### config.mk
export PLATFORM = sky130hd
export DESIGN_NAME = rf_write_port_sched_flat
export DESIGN_NICKNAME = d
export VERILOG_FILES = /design/src/rtl/rf_write_port_sched_if.sv /design/src/rtl/rf_write_port_sched.sv /design/src/flat_wrapper.sv
export SDC_FILE = /design/constraint.sdc
export NUM_CORES = 1
export LEC_CHECK = 0
export ABC_AREA = 1
export CAP_MARGIN = 25
export CORE_ASPECT_RATIO = 0.5
export CORE_UTILIZATION = 48
export CTS_CLUSTER_DIAMETER = 50
export CTS_CLUSTER_SIZE = 10
export DETAILED_ROUTE_END_ITERATION = 8
export GPL_ROUTABILITY_DRIVEN = 0
export GPL_TIMING_DRIVEN = 0
export PLACE_DENSITY_LB_ADDON = 0.08
export SETUP_SLACK_MARGIN = 0.05
export SYNTH_ARGS = -nofsm -noshare
export SYNTH_HDL_FRONTEND = slang
export SYNTH_SLANG_ARGS = --single-unit
### constraint.sdc
create_clock -name clk -period 4.09 [get_ports clk]
set_clock_uncertainty 0.2 [all_clocks]
set_input_delay 0.409 -clock clk [delete_from_list [all_inputs] [get_ports clk]]
set_output_delay 0.409 -clock clk [all_outputs]
set_load 0.02 [all_outputs]
### src/rtl/rf_write_port_sched_if.sv
// rf_write_port_sched_if: requester bundle and RAM write-port bundle of the scheduler
interface rf_write_port_sched_if #(
  parameter int ADDR_WIDTH = 5,
  parameter int DATA_WIDTH = 32
);
  logic [3:0]              req_valid;
  logic [4*ADDR_WIDTH-1:0] req_addr;
  logic [4*DATA_WIDTH-1:0] req_data;
  logic [3:0]              req_ready;
  logic [ADDR_WIDTH-1:0]   waddr1;
  logic [DATA_WIDTH-1:0]   wdata1;
  logic                    we1;
  logic [ADDR_WIDTH-1:0]   waddr2;
  logic [DATA_WIDTH-1:0]   wdata2;
  logic                    we2;
  logic                    init_done;
  modport slave (
    input  req_valid, req_addr, req_data,
    output req_ready, waddr1, wdata1, we1, waddr2, wdata2, we2, init_done
  );
  modport master (
    output req_valid, req_addr, req_data,
    input  req_ready, waddr1, wdata1, we1, waddr2, wdata2, we2, init_done
  );
endinterface

### src/rtl/rf_write_port_sched.sv
// rf_write_port_sched: round-robin 4-to-2 write-port scheduler with post-reset RAM init sweep
module rf_write_port_sched #(
  parameter int                    ADDR_WIDTH = 5,
  parameter int                    DATA_WIDTH = 32,
  parameter int                    DATA_DEPTH = 32,
  parameter logic [DATA_WIDTH-1:0] INIT_VAL   = '0
) (
  input logic                   clk,
  input logic                   reset,
  rf_write_port_sched_if.slave  bus
);
  typedef enum logic {INIT, RUN} state_t;
  state_t                state_q, state_d;
  logic [ADDR_WIDTH-1:0] cnt_q, cnt_d;
  logic [1:0]            rr_ptr_q, rr_ptr_d;
  logic                  init_done_q, init_done_d;
  logic                  we1_q, we1_d, we2_q, we2_d;
  logic [ADDR_WIDTH-1:0] waddr1_q, waddr1_d, waddr2_q, waddr2_d;
  logic [DATA_WIDTH-1:0] wdata1_q, wdata1_d, wdata2_q, wdata2_d;
  logic [ADDR_WIDTH-1:0] addr [4];
  logic [DATA_WIDTH-1:0] data [4];
  logic                  s1_v, s2_v;
  logic [1:0]            s1, s2, idx;
  logic                  run;
  for (genvar g = 0; g < 4; g++) begin : g_unpack
    assign addr[g] = bus.req_addr[g*ADDR_WIDTH +: ADDR_WIDTH];
    assign data[g] = bus.req_data[g*DATA_WIDTH +: DATA_WIDTH];
  end
  // Scan from rr_ptr: first valid requester takes slot 1, next valid one at a different address takes slot 2
  always_comb begin
    s1_v = 1'b0;
    s2_v = 1'b0;
    s1   = '0;
    s2   = '0;
    idx  = '0;
    for (int k = 0; k < 4; k++) begin
      idx = rr_ptr_q + 2'(k);
      if (bus.req_valid[idx] && !s1_v) begin
        s1_v = 1'b1;
        s1   = idx;
      end else if (bus.req_valid[idx] && !s2_v && addr[idx] != addr[s1]) begin
        s2_v = 1'b1;
        s2   = idx;
      end
    end
  end
  assign run           = state_q == RUN && !reset;
  assign bus.req_ready = run ? ((s1_v ? 4'b1 << s1 : 4'b0) | (s2_v ? 4'b1 << s2 : 4'b0)) : 4'b0;
  assign bus.we1       = we1_q;
  assign bus.waddr1    = waddr1_q;
  assign bus.wdata1    = wdata1_q;
  assign bus.we2       = we2_q;
  assign bus.waddr2    = waddr2_q;
  assign bus.wdata2    = wdata2_q;
  assign bus.init_done = init_done_q;
  // Next state: init sweep on port 1, then issue granted slots; write strobes last one cycle
  always_comb begin
    state_d     = state_q;
    cnt_d       = cnt_q;
    rr_ptr_d    = rr_ptr_q;
    init_done_d = init_done_q;
    we1_d       = 1'b0;
    we2_d       = 1'b0;
    waddr1_d    = waddr1_q;
    wdata1_d    = wdata1_q;
    waddr2_d    = waddr2_q;
    wdata2_d    = wdata2_q;
    if (state_q == INIT) begin
      we1_d       = 1'b1;
      waddr1_d    = cnt_q;
      wdata1_d    = INIT_VAL;
      cnt_d       = cnt_q + 1'b1;
      state_d     = cnt_q == ADDR_WIDTH'(DATA_DEPTH - 1) ? RUN : INIT;
      init_done_d = cnt_q == ADDR_WIDTH'(DATA_DEPTH - 1);
    end else begin
      we1_d    = s1_v;
      waddr1_d = s1_v ? addr[s1] : waddr1_q;
      wdata1_d = s1_v ? data[s1] : wdata1_q;
      we2_d    = s2_v;
      waddr2_d = s2_v ? addr[s2] : waddr2_q;
      wdata2_d = s2_v ? data[s2] : wdata2_q;
      rr_ptr_d = s1_v ? (s2_v ? s2 : s1) + 2'd1 : rr_ptr_q;
    end
  end
  // State register; reset drops pending work and restarts the sweep from address 0
  always_ff @(posedge clk) begin
    if (reset) begin
      state_q     <= INIT;
      cnt_q       <= '0;
      rr_ptr_q    <= '0;
      init_done_q <= 1'b0;
      we1_q       <= 1'b0;
      we2_q       <= 1'b0;
      waddr1_q    <= '0;
      wdata1_q    <= '0;
      waddr2_q    <= '0;
      wdata2_q    <= '0;
    end else begin
      state_q     <= state_d;
      cnt_q       <= cnt_d;
      rr_ptr_q    <= rr_ptr_d;
      init_done_q <= init_done_d;
      we1_q       <= we1_d;
      we2_q       <= we2_d;
      waddr1_q    <= waddr1_d;
      wdata1_q    <= wdata1_d;
      waddr2_q    <= waddr2_d;
      wdata2_q    <= wdata2_d;
    end
  end
endmodule

### src/flat_wrapper.sv
// flat-port wrapper written by rule: the top's interface ports become plain ports
module rf_write_port_sched_flat 
#(
  parameter int                    ADDR_WIDTH = 5,
  parameter int                    DATA_WIDTH = 32,
  parameter int                    DATA_DEPTH = 32,
  parameter logic [DATA_WIDTH-1:0] INIT_VAL   = '0
)
  (clk, reset, bus_req_valid, bus_req_addr, bus_req_data, bus_req_ready, bus_waddr1, bus_wdata1, bus_we1, bus_waddr2, bus_wdata2, bus_we2, bus_init_done);
  rf_write_port_sched_if #(.ADDR_WIDTH(ADDR_WIDTH), .DATA_WIDTH(DATA_WIDTH)) bus_i ();
  input logic clk;
  input logic reset;
  input wire logic [$bits(bus_i.req_valid)-1:0] bus_req_valid;
  input wire logic [$bits(bus_i.req_addr)-1:0] bus_req_addr;
  input wire logic [$bits(bus_i.req_data)-1:0] bus_req_data;
  output wire logic [$bits(bus_i.req_ready)-1:0] bus_req_ready;
  output wire logic [$bits(bus_i.waddr1)-1:0] bus_waddr1;
  output wire logic [$bits(bus_i.wdata1)-1:0] bus_wdata1;
  output wire logic [$bits(bus_i.we1)-1:0] bus_we1;
  output wire logic [$bits(bus_i.waddr2)-1:0] bus_waddr2;
  output wire logic [$bits(bus_i.wdata2)-1:0] bus_wdata2;
  output wire logic [$bits(bus_i.we2)-1:0] bus_we2;
  output wire logic [$bits(bus_i.init_done)-1:0] bus_init_done;
  assign bus_i.req_valid = bus_req_valid;
  assign bus_i.req_addr = bus_req_addr;
  assign bus_i.req_data = bus_req_data;
  assign bus_req_ready = bus_i.req_ready;
  assign bus_waddr1 = bus_i.waddr1;
  assign bus_wdata1 = bus_i.wdata1;
  assign bus_we1 = bus_i.we1;
  assign bus_waddr2 = bus_i.waddr2;
  assign bus_wdata2 = bus_i.wdata2;
  assign bus_we2 = bus_i.we2;
  assign bus_init_done = bus_i.init_done;
  rf_write_port_sched #(.ADDR_WIDTH(ADDR_WIDTH), .DATA_WIDTH(DATA_WIDTH), .DATA_DEPTH(DATA_DEPTH), .INIT_VAL(INIT_VAL)) u_core (.clk(clk), .reset(reset), .bus(bus_i));
endmodule
==> flow_metrics.tcl, run 1 <==
set metrics [dict create \
    slew_viol_final 0 \
    synthTopCellsByArea "dfxtp_1 (23%), nand3_1 (18%), nand2_1 (17%)" \
    grt_busiest_layer "met2" \
    power_frac_comb 0.313 \
    cp.required_ns 3.48 \
    ir_worst_vdd_v 0.000249 \
    p_seq_frac 0.331 \
    syn2layout_area_growth_pct 45.8 \
    timing.fmax_ghz 0.244 \
    cts-htree-levels 3 \
    relSlewSlack 0.402 \
    rsz0062_at_grt "true" \
    postSynthCellCount 1353 \
    grt_overflow 0 \
    synthDistinctLibCells 30 \
    netSwitchingPower_w 0.000837 \
    hold_viol_final 0 \
    portBuffers 233 \
    vias 10613 \
    cts-root-buf "clkbuf_16" \
    synth_warnings 0 \
    antenna_found_initial 0 \
    drt_iter0_drc 1365 \
    finalSetupViolCount 2 \
    dpl_cell_area_mm2 0.0101 \
    syn_area_mm2 0.00751 \
    cts_tree "built" \
    power_density_mw_per_mm2 230 \
    dieArea_mm2 0.0162 \
    cts-buffers-inserted 9 \
    die_h_um 90.4 \
    worst-setup-path-type "reg2out" \
    cts_hold_buf 0 \
    ys_ff_latch 85 \
    cp_max_fo 15 \
    internal_power_w 0.00168 \
    status "complete, but fails checks" \
    die_w_um 179 \
    dpl_worst_slack_ns -0.948 \
    synth_top_area_frac 0.227 \
    synth-main-ff-cell "dfxtp_1" \
    grt_pass1_vias 9613 \
    synth-edff-count 0 \
    cp_data_arrival_time_ns 3.49 \
    dp.final_hpwl_mm 23.6 \
    p_sw_frac 0.333 \
    final_area_mm2 0.0110 \
    period_minus_slack_ns 4.10 \
    holdWs_ns 0.287 \
    endpoint_kind "output pin" \
    start_util 0.505 \
    worstMarginPinSlew_ns 0.897 \
    grt.met1_usage 0.486 \
    hold_path.class "reg2reg" \
    use_met2 0.616 \
    slowest_delay_ns 0.37 \
    met3_usage 0.0682 \
    synth_top_area_cell "dfxtp_1" \
    p_leak_nw 5.64 \
    synth_common_cells "nand2_1 (343), nand3_1 (269), inv_1 (259)" \
    cts_max_path_buffers 2 \
    grt_max_degree 20 \
    wl_per_cell_um 17.7 \
    grt_pass1_wl_mm 48.8 \
    crit_chain "buf_8 > nand2_1 > nand3_2 > buf_4 > a31oi_4 > buf_12 > inv_2 > nand3_1 > nand2_1 > nand2_1 > nand2_1 > a21oi_1 > nand2_1 > nand2_1 > nand2_1 > o21bai_4 > nand2_4 > inv_1 > nand2_1 > a21oi_1 > buf_4" \
    via_per_inst 5.83 \
    cap_violations 0 \
    io_pins 235 \
    core_mm2 0.0149 \
    start_kind "flop" \
    num_antenna_cells 0 \
    ant_nets 0 \
    seq_area_frac_synth 0.227 \
    yosysMostFrequentCell "nand2_1" \
    slowest_stage "dfxtp_4" \
    worst_path_most_repeated_cell "nand2_1" \
    fin_ws_ns -0.0109 \
    drt_wl_total_mm 32.3 \
    clkTransAtPathRegs_ns 0.07 \
    fin_nets 1773 \
    failed_checks "negative setup slack" \
    grt_usage 0.382 \
    drive_above_1_share 0.105 \
    syn_avg_cell_area_um2 5.55 \
    clock-sinks 85 \
    pwr-share-clk 0.355 \
    drt_first_pass_iters 6 \
    rows 31 \
    clock_latency_ns 0.35 \
    synthesis.nets 1509 \
    min_period_over_period 1.00 \
    synthArstFlopShare 0 \
    drc 0 \
]
## logic make-up (layout without fill, tap and decap cells)
| family | after synthesis | count (layout) | share of synthesized area |
|---|---|---|---|
| flip-flops | 85 | 85 | 0.227 |
| AO/OA/AOI/OAI | 181 | 181 | 0.157 |
| adder cells (fa/ha/maj) | 2 | 2 | 0.00333 |
| AND/OR/NAND/NOR | 729 | 729 | 0.416 |
| buffers and inverters | 356 | 625 | 0.197 |
## worst max-delay path: cells and delay by family (launching register included)
family / cells / cell delay (ns)
and+or+nand+nor: 11 / 1.12
AOI/OAI and AO/OA: 4 / 0.80
buffers and inverters: 6 / 0.87
DFF: 1 / 0.37
## power by group through the flow
stage               sequential, W  combinational, W  clock (W)
finish                   0.000834          0.000789   0.000894
floorplan                0.000856          0.000395          0
global placement         0.000854          0.000687          0
detailed placement       0.000854          0.000705          0
CTS                      0.000835          0.000729   0.000888
global route             0.000834          0.000846   0.000925
## final cells by class
| cell class | count | area (µm²) |
|---|---|---|
| inverter | 266 | 1020 |
| sequential | 85 | 1710 |
| clock buffer | 11 | 253 |
| multi-input combinational | 912 | 4580 |
| fill | 1287 | 3910 |
| timing repair buffer | 257 | 2540 |
| buffer | 86 | 531 |
| clock inverter | 5 | 66.3 |
| tap | 198 | 248 |
## cells in the final DEF, fill, tap and decap left out, types with 5 or more instances in the layout
master           instances
o21ai_0                 66
nand2_1                318
clkbuf_1                22
o21ai_1                  8
buf_8                    5
clkdlybuf4s50_1        225
clkbuf_16                9
a21oi_1                 16
dfxtp_1                 83
o221ai_1                44
nand2_4                  7
buf_4                   36
nor2_2                   7
nand3_1                259
o211ai_1                11
a31oi_1                  8
clkbuf_2                 5
nor2_1                  95
nand3_2                  9
nand3b_1                 6
nand2_2                 20
buf_2                   29
a22oi_1                 17
buf_6                   10
inv_1                  256
## path summary, 6_finish.rpt
check / startpoint / endpoint / slack (ns) / cells past startpoint
setup reg to reg: u_core.rr_ptr_q[0] / u_core.bus.waddr1[1] / 0.19 / 16
setup / recovery: u_core.rr_ptr_q[0] / bus_req_ready[3] / -0.01 / 21
hold / removal: u_core.cnt_q[3] / u_core.cnt_q[3] / 0.29 / 1
hold reg to reg: u_core.cnt_q[3] / u_core.cnt_q[3] / 0.29 / 1
## registers in the layout (all words and copies together), names as in the netlist
| signal | flops |
|---|---|
| u_core.bus.init_done | 1 |
| u_core.bus.waddr2 | 5 |
| u_core.bus.wdata2 | 32 |
| u_core.bus.wdata1 | 32 |
| u_core.bus.we2 | 1 |
| u_core.bus.waddr1 | 5 |
| u_core.rr_ptr_q | 2 |
| u_core.bus.we1 | 1 |
| u_core.state_q | 1 |
| u_core.cnt_q | 5 |
## what timing repair did
action                     in CTS  in global routing
gates resized for setup        62                 81
cloned                          0                  0
buffers inserted                7                 17
setup endpoints to repair       4                  4
hold endpoints to repair        0                  0
pin swaps                       7                 30
## routing by layer
layer / up-vias / part of all wire
met2: 840 / 0.45
met3: 161 / 0.12
met4: 0 / 0.051
li1: 4868 / -
met5: - / 0
met1: 4744 / 0.37
## per-stage QoR
step                 util  instances  TNS, ns  total power [W]
floorplan               -       1353        0          0.00125
global placement    0.679       1784    -3.21          0.00154
detailed placement  0.679       1784    -3.75          0.00156
CTS                 0.714       1806        0          0.00245
global route        0.737       1820   -0.139          0.00260
finish              0.737       1820  -0.0216          0.00252
Power figures use the tool's default switching activity.
==> run 2, diff against run 1 <==
--- a/config.mk
+++ b/config.mk
@@ -12,7 +12,6 @@
 export CTS_CLUSTER_DIAMETER = 50
 export CTS_CLUSTER_SIZE = 10
 export DETAILED_ROUTE_END_ITERATION = 8
-export GPL_ROUTABILITY_DRIVEN = 0
 export GPL_TIMING_DRIVEN = 0
 export PLACE_DENSITY_LB_ADDON = 0.08
 export SETUP_SLACK_MARGIN = 0.05
==> run 2 against run 1 <==
Net effect: clock power is essentially flat; largest cell class unchanged; highest routed layer unchanged; the run now ends clean; utilization grew 0.24 points; critical path type unchanged; count of clock-buffer cells in the layout shrank 1; maximum frequency grew 1.1%; first-iteration DRC count grew 20%.
==> flow_metrics.tcl, run 2 (synthesized netlist as in run 1, its figures left out) <==
set metrics [dict create \
    clock_latency_ns 0.35 \
    fin_nets 1772 \
    cp_data_arrival_time_ns 3.45 \
    drt_wl_total_mm 33.5 \
    grt_overflow 0 \
    ant_nets 0 \
    drive_above_1_share 0.110 \
    start_kind "flop" \
    rrSetupSlack_ns 0.17 \
    die_h_um 90.4 \
    cp-endpoint "bus_req_ready[3]" \
    drt_first_pass_iters 6 \
    dpl_worst_slack_ns -0.953 \
    grt_pass1_vias 9969 \
    hold_path.class "reg2reg" \
    routabilityCongestion 1.01 \
    grt_max_degree 20 \
    power_density_mw_per_mm2 230 \
    dieArea_mm2 0.0162 \
    rows 31 \
    endpoint_kind "output pin" \
    cts-htree-levels 3 \
    clock-sinks 85 \
    reg2regPathDepth 16 \
    cts_max_path_buffers 2 \
    fin_ws_ns 0.0343 \
    cap_violations 0 \
    hold_viol_final 0 \
    drt_iter0_drc 1637 \
    core_mm2 0.0149 \
    setup-tns-final_ns 0 \
    dp.final_hpwl_mm 24.6 \
    p_leak_nw 5.66 \
    cts_tree "built" \
    portBuffers 233 \
    grt_pass1_wl_mm 51.0 \
    wl_per_cell_um 18.4 \
    cp.required_ns 3.48 \
    cp_max_fo 9 \
    r2r-end "u_core.bus.waddr1[2]" \
    cts-root-buf "clkbuf_16" \
    grt_usage 0.401 \
    layout_common_cells "nand2_1 (313), inv_1 (257), nand3_1 (253), clkdlybuf4s50_1 (226), nor2_1 (95)" \
    r2r-start "u_core.rr_ptr_q[0]" \
    antenna_found_initial 0 \
    vias 10833 \
    period_minus_slack_ns 4.06 \
    die_w_um 179 \
    drc 0 \
    clkTransAtPathRegs_ns 0.07 \
    cts-buffers-inserted 9 \
    cts_hold_buf 0 \
    syn2layout_area_growth_pct 46.3 \
    fillers 1188 \
    final_common_cell "nand2_1" \
    start_util 0.505 \
    relSlewSlack 0.423 \
    via_per_inst 5.96 \
    worst-setup-path-type "reg2out" \
    min_period_over_period 0.992 \
    slew_viol_final 0 \
    finalSetupViolCount 0 \
    num_antenna_cells 0 \
    worstMarginPinSlew_ns 0.866 \
    ir_worst_vdd_v 0.000211 \
    total_power_w 0.00253 \
    timing.fmax_ghz 0.247 \
    status "finished, final reports clean" \
    io_pins 235 \
    crit_path_start "u_core.rr_ptr_q[0]" \
]
## run 2: routing by layer
metal  routed length (µm)  part of all wire  track usage
met2                14900              0.44        0.625
met5                    0                 0            0
met3                 4110              0.12       0.0846
met4                 1860             0.056        0.227
met1                12700              0.38        0.511
## run 2: cell type report
| class | instances | area, µm² | area share |
|---|---|---|---|
| plain buffers | 85 | 537 | 0.0489 |
| clock buffers | 10 | 239 | 0.0218 |
| clock inverters | 6 | 68.8 | 0.00626 |
| inverters | 266 | 1010 | 0.0917 |
| multi-input cells | 912 | 4640 | 0.422 |
| flip-flops and latches | 85 | 1710 | 0.156 |
| well taps | 198 | 248 | 0.0226 |
| repair buffers | 257 | 2540 | 0.231 |
## run 2: per-stage QoR
stage	utilization	std cells	area, µm²	hold WS [ns]
4_1_cts	0.718	1806	10700	0.288
2_1_floorplan	-	1353	7510	0.243
3_5_place_dp	0.679	1784	10100	0.275
3_3_place_gp	0.679	1784	10100	0.263
5_1_grt	0.739	1819	11000	0.315
6_report	0.739	1819	11000	0.292
## run 2: worst max-delay path, stage by stage (launching register included)
cell      delay (ns)
dfxtp_4         0.38
inv_4           0.06
buf_8           0.14
nand2_1         0.05
nand2_1         0.10
nand2_2         0.12
nand2_4         0.09
buf_4           0.15
nor2_4          0.16
nand2_2         0.08
nand2_2         0.10
nand2_4         0.10
nand3_1         0.16
nand2_1         0.08
nand2_1         0.06
nand2_1         0.06
nand2_2         0.07
o21bai_4        0.06
buf_4           0.15
o21bai_4        0.22
nand2_4         0.10
buf_8           0.14
inv_1           0.07
nand2_1         0.07
a21oi_2         0.17
buf_6           0.14
## run 2: worst min path at each step
| stage | startpoint | endpoint | slack, ns | cells after the start |
|---|---|---|---|---|
| 2_1_floorplan | u_core.cnt_q[3] | u_core.cnt_q[3] | 0.24 | 1 |
| 3_3_place_gp | u_core.cnt_q[3] | u_core.cnt_q[3] | 0.26 | 1 |
| 3_5_place_dp | u_core.cnt_q[3] | u_core.cnt_q[3] | 0.28 | 1 |
| 4_1_cts | u_core.cnt_q[3] | u_core.cnt_q[3] | 0.29 | 1 |
| 5_1_grt | u_core.cnt_q[3] | u_core.cnt_q[3] | 0.31 | 1 |
| 6_report | u_core.cnt_q[3] | u_core.cnt_q[3] | 0.29 | 1 |
## run 2: repair_timing
item / in CTS / in global routing
setup buffers: 9 / 15
setup endpoints to repair: 4 / 4
pin swaps: 7 / 26
gates resized for setup: 77 / 67
## run 2: where the power goes
| part | switching [W] | leakage [nW] | internal [W] | total, W |
|---|---|---|---|---|
| clock network | 0.000397 | 0.149 | 0.000496 | 0.000892 |
| logic | 0.000464 | 4.82 | 0.000339 | 0.000803 |
| registers | 0.00000366 | 0.687 | 0.000830 | 0.000834 |
